===== src/rtl/key_decoder_if.sv =====
// key_decoder_if: scan-code byte stream in, movement/action requests out
interface key_decoder_if;
  logic [7:0] byteIn;
  logic       byteValid;
  logic       leftPress;
  logic       rightPress;
  logic       startPulse;
  logic       shootPulse;
  modport master (output byteIn, byteValid, input leftPress, rightPress, startPulse, shootPulse);
  modport slave  (input byteIn, byteValid, output leftPress, rightPress, startPulse, shootPulse);
endinterface


===== src/rtl/key_decoder.sv =====
// key_decoder: PS/2 scan-code prefix FSM turning arrows/Enter/Space into game requests
module key_decoder #(
  parameter logic [7:0] LEFT_CODE      = 8'h6B,
  parameter logic [7:0] RIGHT_CODE     = 8'h74,
  parameter logic [7:0] START_CODE     = 8'h5A,
  parameter logic [7:0] SHOOT_CODE     = 8'h29,
  parameter int         TIMEOUT_CYCLES = 50000
) (
  input logic          clk,
  input logic          resetN,
  key_decoder_if.slave bus
);
  typedef enum logic [1:0] {IDLE, EXT, BRK, EXT_BRK} stateT;
  localparam logic [15:0] LAST_COUNT = 16'(TIMEOUT_CYCLES - 1);
  stateT       state, nextState;
  logic [15:0] count, nextCount;
  logic leftHeld, rightHeld, startHeld, shootHeld, lastLeft;
  logic nLeftHeld, nRightHeld, nStartHeld, nShootHeld, nLastLeft;
  logic leftPressQ, rightPressQ, startPulseQ, shootPulseQ;
  logic nLeftPress, nRightPress, nStartPulse, nShootPulse;
  logic isE0, isF0, extMake, extBrk, nonMake, nonBrk;
  logic isLeft, isRight, isStart, isShoot;
  assign isE0    = bus.byteIn == 8'hE0;
  assign isF0    = bus.byteIn == 8'hF0;
  assign isLeft  = bus.byteIn == LEFT_CODE;
  assign isRight = bus.byteIn == RIGHT_CODE;
  assign isStart = bus.byteIn == START_CODE;
  assign isShoot = bus.byteIn == SHOOT_CODE;
  assign extMake = bus.byteValid && state == EXT && !isE0 && !isF0;
  assign extBrk  = bus.byteValid && state == EXT_BRK;
  assign nonMake = bus.byteValid && state == IDLE && !isE0 && !isF0;
  assign nonBrk  = bus.byteValid && state == BRK;
  always_ff @(posedge clk or negedge resetN) begin
    if (!resetN) begin
      state       <= IDLE;
      count       <= '0;
      leftHeld    <= 1'b0;
      rightHeld   <= 1'b0;
      startHeld   <= 1'b0;
      shootHeld   <= 1'b0;
      lastLeft    <= 1'b0;
      leftPressQ  <= 1'b0;
      rightPressQ <= 1'b0;
      startPulseQ <= 1'b0;
      shootPulseQ <= 1'b0;
    end else begin
      state       <= nextState;
      count       <= nextCount;
      leftHeld    <= nLeftHeld;
      rightHeld   <= nRightHeld;
      startHeld   <= nStartHeld;
      shootHeld   <= nShootHeld;
      lastLeft    <= nLastLeft;
      leftPressQ  <= nLeftPress;
      rightPressQ <= nRightPress;
      startPulseQ <= nStartPulse;
      shootPulseQ <= nShootPulse;
    end
  end
  // a byte arriving on the timeout cycle wins over the timeout
  always_comb begin
    nextState = state;
    nextCount = '0;
    if (bus.byteValid) begin
      case (state)
        IDLE:    nextState = isE0 ? EXT : isF0 ? BRK : IDLE;
        EXT:     nextState = isF0 ? EXT_BRK : isE0 ? EXT : IDLE;
        default: nextState = IDLE;
      endcase
    end else if (state != IDLE) begin
      nextState = count == LAST_COUNT ? IDLE : state;
      nextCount = count == LAST_COUNT ? '0 : count + 16'd1;
    end
  end
  always_comb begin
    nLeftHeld   = extMake && isLeft  ? 1'b1 : extBrk && isLeft  ? 1'b0 : leftHeld;
    nRightHeld  = extMake && isRight ? 1'b1 : extBrk && isRight ? 1'b0 : rightHeld;
    nLastLeft   = extMake && isLeft  ? 1'b1 : extMake && isRight ? 1'b0 : lastLeft;
    nStartHeld  = nonMake && isStart ? 1'b1 : nonBrk && isStart ? 1'b0 : startHeld;
    nShootHeld  = nonMake && isShoot ? 1'b1 : nonBrk && isShoot ? 1'b0 : shootHeld;
    nStartPulse = nonMake && isStart && !startHeld;
    nShootPulse = nonMake && isShoot && !shootHeld;
    nLeftPress  = nLeftHeld && (!nRightHeld || nLastLeft);
    nRightPress = nRightHeld && (!nLeftHeld || !nLastLeft);
  end
  assign bus.leftPress  = leftPressQ;
  assign bus.rightPress = rightPressQ;
  assign bus.startPulse = startPulseQ;
  assign bus.shootPulse = shootPulseQ;
endmodule


===== src/flat_wrapper.sv =====
// flat-port wrapper written by rule: the top's interface ports become plain ports
module key_decoder_flat 
#(
  parameter logic [7:0] LEFT_CODE      = 8'h6B,
  parameter logic [7:0] RIGHT_CODE     = 8'h74,
  parameter logic [7:0] START_CODE     = 8'h5A,
  parameter logic [7:0] SHOOT_CODE     = 8'h29,
  parameter int         TIMEOUT_CYCLES = 50000
)
  (clk, resetN, bus_byteIn, bus_byteValid, bus_leftPress, bus_rightPress, bus_startPulse, bus_shootPulse);
  key_decoder_if bus_i ();
  input logic clk;
  input logic resetN;
  input wire logic [$bits(bus_i.byteIn)-1:0] bus_byteIn;
  input wire logic [$bits(bus_i.byteValid)-1:0] bus_byteValid;
  output wire logic [$bits(bus_i.leftPress)-1:0] bus_leftPress;
  output wire logic [$bits(bus_i.rightPress)-1:0] bus_rightPress;
  output wire logic [$bits(bus_i.startPulse)-1:0] bus_startPulse;
  output wire logic [$bits(bus_i.shootPulse)-1:0] bus_shootPulse;
  assign bus_i.byteIn = bus_byteIn;
  assign bus_i.byteValid = bus_byteValid;
  assign bus_leftPress = bus_i.leftPress;
  assign bus_rightPress = bus_i.rightPress;
  assign bus_startPulse = bus_i.startPulse;
  assign bus_shootPulse = bus_i.shootPulse;
  key_decoder #(.LEFT_CODE(LEFT_CODE), .RIGHT_CODE(RIGHT_CODE), .START_CODE(START_CODE), .SHOOT_CODE(SHOOT_CODE), .TIMEOUT_CYCLES(TIMEOUT_CYCLES)) u_core (.clk(clk), .resetN(resetN), .bus(bus_i));
endmodule

===== config.mk =====
export PLATFORM = sky130hd
export DESIGN_NAME = key_decoder_flat
export DESIGN_NICKNAME = d
export VERILOG_FILES = /design/src/rtl/key_decoder_if.sv /design/src/rtl/key_decoder.sv /design/src/flat_wrapper.sv
export SDC_FILE = /design/constraint.sdc
export NUM_CORES = 1
export LEC_CHECK = 0
export ABC_AREA = 1
export BUFFER_PORTS_ARGS = -buffer_cell sky130_fd_sc_hd__buf_2
export CORE_ASPECT_RATIO = 0.7
export CORE_UTILIZATION = 50
export DETAILED_ROUTE_END_ITERATION = 6
export GPL_TIMING_DRIVEN = 0
export HOLD_SLACK_MARGIN = 0.03
export PLACE_DENSITY = 0.69
export SLEW_MARGIN = 20
export SYNTH_ARGS = -nofsm -noshare
export SYNTH_HDL_FRONTEND = slang
export SYNTH_SLANG_ARGS = --single-unit

===== constraint.sdc =====
create_clock -name clk -period 3.5 [get_ports clk]
set_input_delay 0.175 -clock clk [delete_from_list [all_inputs] [get_ports clk]]
set_output_delay 0.175 -clock clk [all_outputs]
set_load 0.05 [all_outputs]

After elaboration in Yosys (flattened, before gate mapping) --
Cells that the tools add are included.
Word-level totals: bits in registers 27, bits of input ports 11, output and inout bits 4
Cells by class: $add $sub $neg 1, equality and inequality tests 10, muxes and demuxes 21, reduce and logical (&&, ||, !) cells 36
Operator list (count):
- 16-bit two-way mux | 3
- 8-bit by 7-bit == test with 1-bit output (second input constant) | 3
- 1-bit logical AND | 20
- 16-bit by 1-bit adder with 16-bit output (second input constant) | 1
- 16-bit == test (second input constant) | 1
- 8-bit == test (second input constant) | 2
- 2-bit two-way mux | 6
- 1-bit two-way mux | 11
- 2-bit nonzero test | 5
- 8-bit by 6-bit == test with 1-bit output (second input constant) | 1
- 1-bit zero test | 7
- 2-bit == test (second input constant) | 2
- 2-bit one-hot mux with 2 select lines | 1
- 2-bit by 1-bit == test with 1-bit output (second input constant) | 1
- 2-bit zero test | 1
- 1-bit logical OR | 2
- 2-bit AND reduction | 1

Longest topological paths before layout --
depth in word-level cells 10, gate-level depth with buffers 10, gate-level depth less buffers 10

Least setup slack after synthesis --
Ideal clock, no wire load.
path kind reg2reg, start register u_core.count[0], end register u_core.count[10], data arrival time 1.219 ns, path slack 2.152 ns, cell stages (with the launch flop) 9, path buffers 0, period minus slack after synthesis 1.348 ns, cell sequence dfrtp_1 -> ha_1 -> nand2_1 -> nor2_4 -> nand4_2 -> nor2_2 -> inv_1 -> o21ai_0 -> nor2_1
Between the ends: word-level cells in the longest chain between the ends 4, elaborated cells on any way between the ends 5
Ends and longest elaborated chain:
- start: declaration | RTL line key_decoder.sv:16 | logic [15:0] count, nextCount;
- start signal: assignment | RTL line key_decoder.sv:48 | count <= nextCount;
- 16-bit by 1-bit adder with 16-bit output / 16-bit == test (equally long branches) | RTL line key_decoder.sv:72 | nextCount = count == LAST_COUNT ? '0 : count + 16'd1;
- 16-bit two-way mux * | RTL line key_decoder.sv:72
- 16-bit two-way mux * | RTL line key_decoder.sv:70 | end else if (state != IDLE) begin
- 16-bit two-way mux * | RTL line key_decoder.sv:64 | if (bus.byteValid) begin
- net u_core.nextCount[10] | RTL line key_decoder.sv:16
Mark *: on every way through the listed nets, which the timed path passes. The rest lies on a longest branch. A chain may end at the register's enable or synchronous reset.

Worst setup path in the final report --
Ends and elaborated chain as after synthesis.

==> tab_implementation.tex <==
\begin{tabular}{lr}
\hline
Metric & Value \\
\hline
\multicolumn{2}{l}{\textbf{CTS}} \\
\quad Quantity of gates resized following cts & 0 \\
\quad Number of buffers created by CTS & 3 \\
\quad Clock latency of the later-clocked register in the worst-skew pair & about 270 ps \\
\quad Clock root buffer master & sky130\_fd\_sc\_hd\_\_clkbuf\_8 \\
\quad TritonCTS clock tree & yes \\
\quad CTS H-tree depth & 1 \\
\quad CTS Buffer Depth & 2 \\
\quad Number of sinks driven by the clock tree & 27 \\
\quad Clock Pin Slew Worst Setup and Hold Paths & 90 ps \\
\multicolumn{2}{l}{\textbf{STA}} \\
\quad Final number of hold-violating endpoints & 0 \\
\quad Worst clock skew & 5.97 ps \\
\quad Hold slack & 295 ps \\
\quad Number of slew-limit violations in the final report & 0 \\
\quad Slew headroom & 60.1\% \\
\quad Final worst path period share & between 40\% and 50\% \\
\quad Actual transition at the worst max-transition pin & around 600 ps \\
\quad Setup repair after global routing missed its margin & no \\
\quad Setup violators final & 0 \\
\quad Tmin final & 1540 ps \\
\quad Setup total negative slack & 0 ps \\
\quad Highest clock rate & 0.651 GHz \\
\multicolumn{2}{l}{\textbf{Cells and area}} \\
\quad Area grow syn2layout & 11.5\% \\
\quad Proportion of layout cells with a drive suffix above 1 & between 20\% and 30\% \\
\quad Commonest non-fill, non-tap cell in the layout & sky130\_fd\_sc\_hd\_\_nand2\_1 \\
\quad Commonest cells after routing, fill and taps aside & 36 x sky130\_fd\_sc\_hd\_\_nand2\_1, 27 x sky130\_fd\_sc\_hd\_\_dfrtp\_1, 20 x sky130\_fd\_sc\_hd\_\_nand3\_1 \\
\quad Number of inserted diodes & 0 \\
\quad Count of nets after finishing & 211 \\
\multicolumn{2}{l}{\textbf{Synth}} \\
\quad Yosys warns & 0 \\
\quad Post-Syn Area & 1490 um\^{}2 \\
\quad Cells after synthesis & 179 \\
\quad Post-Synthesis Net Count & 191 \\
\quad Seq/Total Area, Yosys & 45.5\% \\
\quad Count of cell types in the netlist & 27 \\
\quad Yosys reg bits & 27 \\
\quad Per-instance average area after synthesis & 8.30 um\^{}2 \\
\multicolumn{2}{l}{\textbf{Setup path}} \\
\quad Register-to-Register Setup Slack & 1960 ps \\
\quad CP Class & reg2reg \\
\quad Crit path max-delay cell type & sky130\_fd\_sc\_hd\_\_dfrtp\_1 \\
\quad End of the worst register-to-register path & u\_core.count[10] \\
\quad FF-to-FF Start & u\_core.count[0] \\
\quad Slowest cell delay on critical path & 390 ps \\
\quad Depth of the critical timing path with buffers and inverters included & 8 \\
\quad Cell family with the largest share of critical-path delay & simple AND/OR/NAND/NOR gates \\
\quad CP Launch Point & u\_core.count[0] \\
\quad CP Capture Point & u\_core.count[10] \\
\quad Required time of the worst setup path & 3660 ps \\
\quad Critical path arrival & 1690 ps \\
\quad Maximum fanout along the worst path & 4 \\
\quad CP bufs+invs & 1 \\
\quad Chain of cells forming the critical path & ha\_1 > nand2\_1 > nor2\_4 > nand4\_2 > nor2\_2 > inv\_1 > o21ai\_0 > nor2\_1 \\
\quad Type of element launching the critical path & flop \\
\quad Worst setup EP type & flop \\
\quad Cells on worst reg2reg path & 8 \\
\multicolumn{2}{l}{\textbf{Global route}} \\
\quad Antenna violations before repair & 0 \\
\quad Congestion Overflow GR & 0 \\
\quad First-pass GRT wire length & 4240 um \\
\quad Number of global-route vias before repair & 959 \\
\quad Largest net degree at the start of global routing & 28 \\
\quad Overall fraction of global-route tracks in use & 18.4\% \\
\multicolumn{2}{l}{\textbf{Routing}} \\
\quad DRT antenna net count & 0 \\
\quad Average detailed-routed wire length per instance & 11.2 um \\
\quad Top Layer Used & met4 \\
\quad Residual DRC & 0 \\
\quad WL met3 & 99 um \\
\quad Met1 WL & 1370 um \\
\quad Iteration count of the initial detailed-routing pass & 4 \\
\quad Number of design-rule violations left by the first detailed-router iteration & 84 \\
\quad Routed Wire Length & 2630 um \\
\quad Vias per Instance & 5.01 \\
\quad Met2 layer wire length in the routed design & 1150 um \\
\quad Total number of vias & approximately 1,200 \\
\multicolumn{2}{l}{\textbf{Power}} \\
\quad Largest vdd supply drop & 0.000243 V \\
\quad Overall power after layout & between 0.0005 and 0.0006 W \\
\quad Power density cells & between 300 and 400 nW/um\^{}2 \\
\quad Leakage power & 0.761 nW \\
\multicolumn{2}{l}{\textbf{Floorplanning}} \\
\quad DIE WIDTH & 67.1 um \\
\quad Die Span Y & around 48 um \\
\quad Std-Cell Core Area & 2800 um\^{}2 \\
\quad Initial Util & between 50\% and 60\% \\
\quad Die area & 3200 um\^{}2 \\
\quad Number of placement rows & 16 \\
\quad Top-level port count & 15 \\
\multicolumn{2}{l}{\textbf{Placement}} \\
\quad Weighted congestion reported at the end of routability-driven placement & slightly above 0.8 \\
\quad Detailed placement HPWL & about 2000 um \\
\quad Input/output buffers & 14 \\
\multicolumn{2}{l}{\textbf{Status}} \\
\quad Result of the run & finished, final reports clean \\
\multicolumn{2}{l}{\textbf{Flow run}} \\
\quad Total of max-cap violations & 0 \\
\multicolumn{2}{l}{\textbf{Hold path}} \\
\quad Cell depth of the worst min-delay path & 5 \\
\quad Path type of the worst min-delay path & in2reg \\
\hline
\end{tabular}
-- area by class of cell --
cell class                      count  area [um^2]
Fill cell                         277         1150
Multi-Input combinational cell    128          703
Sequential cell                    27          676
Inverter                           23         86.3
Timing Repair Buffer               15         80.1
Clock buffer                        4         45.0
Tap cell                           36         45.0
Buffer                              1         20.0
-- cell families after synthesis --
logic type	after synthesis	synth area share (%)
AND/OR/NAND/NOR	107	35.9
XOR/XNOR	8	4.72
adder cells (fa/ha/maj)	1	0.842
AO/OA/AOI/OAI	12	5.90
buffers and inverters	24	7.16
flip-flops	27	45.5
-- registers in the layout, summed over array words and instances, names as in the netlist --
name                   cells
u_core.count              16
u_core.state               2
u_core.bus.leftPress       1
u_core.bus.rightPress      1
u_core.bus.shootPulse      1
u_core.bus.startPulse      1
u_core.lastLeft            1
u_core.leftHeld            1
u_core.rightHeld           1
u_core.shootHeld           1
u_core.startHeld           1
-- through the flow --
stage / setup WS [ps] / std cells / cell area (um^2) / utilization, %
after floorplan: 2150 / 179 / 1490 / -
after global placement: 2020 / 229 / 1600 / 57.1
after detailed placement: 1980 / 229 / 1600 / 57.1
after CTS: 1940 / 234 / 1660 / 59.1
after global routing: 1840 / 234 / 1660 / 59.1
final: 1960 / 234 / 1660 / 59.1
-- timing repair --
| action | CTS | global route |
|---|---|---|
| hold endpoints to repair | 27 | 0 |
| hold buffers | 1 | 0 |
| setup buffers | 0 | 0 |
-- Yosys cell counts --
master	number	area, um^2
sky130_fd_sc_hd__nand2_1	36	135
sky130_fd_sc_hd__dfrtp_1	27	676
sky130_fd_sc_hd__nand3_1	20	100
sky130_fd_sc_hd__inv_1	19	71.3
sky130_fd_sc_hd__nor2_1	19	71.3
sky130_fd_sc_hd__nor2_2	14	87.6
sky130_fd_sc_hd__o21ai_0	5	25.0
sky130_fd_sc_hd__xor2_1	5	43.8
sky130_fd_sc_hd__inv_2	4	15.0
sky130_fd_sc_hd__nand2_2	3	18.8
sky130_fd_sc_hd__nand3_2	3	30.0
sky130_fd_sc_hd__nor3_1	3	15.0
sky130_fd_sc_hd__xnor2_1	3	26.3
sky130_fd_sc_hd__a21oi_1	2	10.0
sky130_fd_sc_hd__nor3_2	2	20.0
sky130_fd_sc_hd__o21bai_1	2	15.0
sky130_fd_sc_hd__or2_1	2	12.5
sky130_fd_sc_hd__and2_1	1	6.26
sky130_fd_sc_hd__buf_12	1	20.0
sky130_fd_sc_hd__ha_1	1	12.5
sky130_fd_sc_hd__nand4_1	1	6.26
sky130_fd_sc_hd__nand4_2	1	12.5
sky130_fd_sc_hd__nor2_4	1	11.3
sky130_fd_sc_hd__nor4_1	1	6.26
sky130_fd_sc_hd__o211ai_4	1	21.3
sky130_fd_sc_hd__o21ai_2	1	8.76
sky130_fd_sc_hd__o31ai_1	1	7.51
-- power breakdown --
part	switching (W)	internal, W
combinational	0.0000188	0.00000884
sequential	0.000000988	0.000314
clock	0.0000898	0.0000815
total	0.000110	0.000404
-- tightest hold or removal path, stage by stage --
cell	delay (ps)
sky130_fd_sc_hd__buf_2	100
sky130_fd_sc_hd__nor3_1	50
sky130_fd_sc_hd__nand3_1	70
sky130_fd_sc_hd__o21ai_0	80
sky130_fd_sc_hd__nand2_1	60
-- metal layers --
metal,vias to the layer above,track usage (%)
met1,546,26.6
li1,604,-
met4,0,3.83
met3,2,5.71
met2,21,27.2
met5,-,0
-- worst min-delay path by stage --
stage                  startpoint                    end  slack [ps]
finish              bus_byteIn[6]       u_core.shootHeld         290
global route        bus_byteIn[6]  u_core.bus.shootPulse         340
CTS                 bus_byteIn[4]        u_core.state[1]         280
detailed placement         resetN       u_core.count[13]         220
global placement           resetN       u_core.count[14]         210
floorplan                  resetN   u_core.bus.leftPress        -120
Note: power is estimated with default switching activity, not from simulation.
